$ cat config.mk
export PLATFORM = sky130hd
export DESIGN_NAME = rv32_fetch_unit
export DESIGN_NICKNAME = d
export VERILOG_FILES = /design/src/rtl/rv32_fetch_unit.sv
export SDC_FILE = /design/constraint.sdc
export NUM_CORES = 1
export LEC_CHECK = 0
export ABC_AREA = 0
export ABC_CLOCK_PERIOD_IN_PS = 4310
export CORE_MARGIN = 5
export CORE_UTILIZATION = 42
export CTS_CLUSTER_DIAMETER = 80
export DETAILED_ROUTE_END_ITERATION = 8
export PLACE_DENSITY_LB_ADDON = 0.05
export SETUP_SLACK_MARGIN = 0.02
export SYNTH_ARGS = -nofsm -noshare
export SYNTH_HDL_FRONTEND = slang
export SYNTH_SLANG_ARGS = --single-unit
$ cat constraint.sdc
create_clock -name i_clk -period 4.31 [get_ports i_clk]
set_input_delay 0.6465 -clock i_clk [delete_from_list [all_inputs] [get_ports i_clk]]
set_output_delay 0.6465 -clock i_clk [all_outputs]
set_load 0.005 [all_outputs]
$ cat src/rtl/rv32_fetch_unit.sv
// RV32I multi-cycle fetch stage: owns the PC, fetches one word at a time over
// a req/ack handshake and holds the instruction until the datapath consumes it.
module rv32_fetch_unit #(
  parameter logic [31:0] RESET_PC = 32'h0000_0000
) (
  input  logic        i_clk,
  input  logic        i_rst,
  output logic        o_imem_req,
  output logic [31:0] o_imem_addr,
  input  logic        i_imem_ack,
  input  logic [31:0] i_imem_rdata,
  output logic [31:0] o_instruction,
  output logic        o_valid,
  input  logic        i_ready,
  input  logic        i_pc_sel,
  input  logic [31:0] i_alu_target,
  output logic [31:0] o_pc,
  output logic [31:0] o_pc_plus4,
  output logic        o_misaligned,
  output logic [31:0] o_fetch_count
);

  typedef enum logic [1:0] {IDLE, FETCH, HOLD} state_t;

  state_t      state;
  logic [31:0] pc;

  always_ff @(posedge i_clk or posedge i_rst) begin
    if (i_rst) begin
      state         <= IDLE;
      pc            <= RESET_PC;
      o_instruction <= 32'h0000_0013;
      o_valid       <= 1'b0;
      o_imem_req    <= 1'b0;
      o_misaligned  <= 1'b0;
      o_fetch_count <= '0;
    end else begin
      o_misaligned <= 1'b0;
      case (state)
        IDLE: begin
          state      <= FETCH;
          pc         <= RESET_PC;
          o_imem_req <= 1'b1;
        end
        FETCH: begin
          if (i_imem_ack) begin
            o_instruction <= i_imem_rdata;
            o_valid       <= 1'b1;
            o_imem_req    <= 1'b0;
            state         <= HOLD;
          end
        end
        HOLD: begin
          if (i_ready) begin
            // The PC register doubles as the next fetch address, so the
            // request and new address appear together on the following cycle.
            pc            <= i_pc_sel ? {i_alu_target[31:2], 2'b00} : pc + 32'd4;
            o_misaligned  <= i_pc_sel & (|i_alu_target[1:0]);
            o_fetch_count <= o_fetch_count + 32'd1;
            o_valid       <= 1'b0;
            o_imem_req    <= 1'b1;
            state         <= FETCH;
          end
        end
        default: begin
          state      <= IDLE;
          o_valid    <= 1'b0;
          o_imem_req <= 1'b0;
        end
      endcase
    end
  end

  assign o_pc        = pc;
  assign o_imem_addr = pc;
  assign o_pc_plus4  = pc + 32'd4;

endmodule
==> flow_metrics.tcl <==
set metrics [dict create \
    cts.sinks 98 \
    grt_pass1_wl_mm 23.9 \
    worst_pin_slew_ns 0.904 \
    yosys.cell_types.count 53 \
    fin_crit_sh_pct 82.0 \
    fin_cells 855 \
    power_frac_comb_pct 38.0 \
    clk_pin_slew_ns 0.07 \
    clk_latency_ns 0.34 \
    synth_mux_area_share_pct 7.34 \
    post_cts_buffers 0 \
    vias_per_cell 5.21 \
    finalSetupTns_ns 0 \
    syn_area_mm2 0.00518 \
    drc 0 \
    async_reset_ff_share_pct 100 \
    port_buffers 225 \
    maxCapViolations 0 \
    avgSynthCellArea_um2 10.5 \
    fin_nets 753 \
    core_mm2 0.0121 \
    ant_nets 0 \
    die_y_um 121 \
    outcome "completed" \
    syn_inst 495 \
    yosys.area_share.simple_pct 17.0 \
    vdd_ir_drop_max_v 0.000362 \
    pin_count 232 \
    row_count 40 \
    endpoint_kind "output port" \
    powerDensity_mw_per_mm2 453 \
    worst_setup_path_start_kind "register" \
    cts_htree_levels 3 \
    synth-compound-area-share_pct 9.85 \
    min_path_type "register to register" \
    ys_warn_count 0 \
    max_freq_mhz 283 \
    synth_edf_count 0 \
    cts_resized 0 \
    finalHoldViolations 0 \
    switchingPower_mw 1.04 \
    grt_use_total_pct 20.6 \
    grt_max_degree 53 \
    slew-limit-headroom_pct 39.7 \
    yosysSeqAreaShare_pct 47.4 \
    arrival_ns 2.89 \
    yosys.area_share.xor_xnor_pct 10.1 \
    routedWlPerCell_um 17.7 \
    die_x_um 121 \
    skew_ns 0.0105 \
    antennaDiodeCount 0 \
    syn2layout_area_growth_pct 47.0 \
    start_util_pct 43.0 \
    place_inst 839 \
    worstPathRequired_ns 3.66 \
    p_int_mw 2.41 \
    vias 4458 \
    firstDrtPassIters 4 \
    antenna_found_initial 0 \
    ys_seq_elements 98 \
    holdBufCountCts 0 \
    power_frac_clock_pct 22.0 \
    setup_violations 0 \
    grt_pass1_vias 4552 \
    synth_top_family_by_area "simple AND/OR/NAND/NOR gates" \
    path_class "register to output port" \
    place_congestion 0.864 \
    leakagePower_nw 3.15 \
    synthAdderAreaFrac_pct 0.483 \
    first_iter_violations 314 \
    n_fill_cell 1063 \
    die_area_mm2 0.0147 \
    drive_gt1_share_pct 10.5 \
    slew_violations 0 \
    cts_root_buffer "clkbuf_16" \
    finalPower_mw 3.45 \
    power_frac_seq_pct 40.0 \
    swShare_pct 30.0 \
    grt-ovfl-total 0 \
    rsz0062_at_grt "false" \
    cts_made_buffers 9 \
    critical_path.max_fanout 10 \
    cts_tree "built" \
    drt_wl_total_mm 15.1 \
    period_needed_ns 3.53 \
    synth_flop_cell "dfrtp_1" \
    dp_hpwl_mm 11.4 \
    cts_buffer_depth 2 \
]
[cell type report]
type                            instances  area, um2  share of cell area (%)
Clock buffer                           11        243                    3.19
Clock inverter                          5       37.5                   0.493
Inverter                                7       28.8                   0.378
Tap cell                              168        210                    2.76
Multi-Input combinational cell        335       2340                    30.8
Sequential cell                        98       2460                    32.2
Timing Repair Buffer                  231       2300                    30.2
[logic make-up (layout without fill, tap and decap cells)]
family,count (synthesis),count (layout)
other,1,6
AND/OR/NAND/NOR,154,154
adder cells (fa/ha/maj),2,2
flip-flops,98,98
XOR/XNOR,59,59
AO/OA/AOI/OAI,80,80
buffers and inverters,67,254
multiplexers,34,34
[cells in the final DEF, fill, tap and decap left out, drive strengths merged, types with 4 or more instances in the layout]
master,count
nand4,16
nor3,8
nand2,41
nand3,29
o311ai,6
xnor2,42
buf,6
a21o,7
nand2b,4
dfrtp,95
inv,8
o21ai,33
nor4,9
clkdlybuf4s50,225
xor2,17
a21oi,10
conb,6
a22oi,4
and4,5
and3,8
a22o,7
a31oi,5
nor2,23
mux2,32
clkbuf,11
[worst paths after layout]
kind | start | end | slack, ns | depth (start not counted)
setup / recovery | o_imem_addr[4] | o_pc_plus4[27] | 0.78 | 5
hold / removal | o_fetch_count[31] | o_fetch_count[31] | 0.48 | 1
setup reg to reg | o_imem_addr[2] | o_imem_addr[24] | 1.93 | 6
hold reg to reg | o_fetch_count[31] | o_fetch_count[31] | 0.48 | 1
max in group asynchronous | i_rst | o_imem_addr[18] | 2.76 | 3
min in group asynchronous | i_rst | o_fetch_count[31] | 0.74 | 2
[per-layer routing]
| layer | vias up | GRT usage [%] | routed length [um] |
|---|---|---|---|
| met2 | 202 | 33.9 | 7170 |
| met1 | 2148 | 23.4 | 5800 |
| met5 | - | 0 | 0 |
| met3 | 20 | 9.42 | 1860 |
| met4 | 0 | 7.65 | 284 |
| li1 | 2088 | - | - |
[per-stage QoR]
stage                     setup WS, ns  cell area [um2]  util [%]  hold slack, ns
after global routing             0.505             7620      63.1           0.508
final                            0.777             7620      63.1           0.479
after detailed placement          1.17             7340      60.8           0.469
after global placement            1.23             7340      60.8           0.462
after floorplan                   1.11             5200         -           0.465
after CTS                        0.781             7620      63.1           0.481
[cells in the mapped netlist (8+ instances only)]
cell type | instances | area share, %
a21oi_1 | 10 | 0.97
and3_1 | 8 | 0.97
buf_4 | 38 | 5.5
clkbuf_1 | 15 | 1.1
dfrtp_1 | 95 | 46
mux2_2 | 32 | 7.0
nand2_1 | 40 | 2.9
nand3_1 | 25 | 2.4
nand4_1 | 15 | 1.8
nor2_1 | 20 | 1.4
nor3_1 | 8 | 0.77
o21ai_0 | 33 | 3.2
xnor2_1 | 41 | 6.9
xor2_1 | 17 | 2.9
[state kept, by name, indices dropped and copies added, names as in the netlist]
signal,cells
o_fetch_count,32
o_instruction,32
o_imem_addr,30
state,2
o_misaligned,1
o_valid,1
[power groups by stage]
| stage | Sequential, mW | Clock, mW | Combinational [mW] |
|---|---|---|---|
| floorplan | 1.37 | 0 | 0.536 |
| global placement | 1.38 | 0 | 1.31 |
| CTS | 1.38 | 0.781 | 1.33 |
| detailed placement | 1.39 | 0 | 1.32 |
| global route | 1.42 | 0.826 | 1.42 |
| finish | 1.38 | 0.759 | 1.31 |
[critical path: stages (launching register included)]
cell and delay [ns]:
dfrtp_1 0.53, nand3_1 0.39, nor4_4 0.64, nand4_1 0.20, xnor2_1 0.24, clkdlybuf4s50_1 0.55
(Power assumes the default switching activity.)
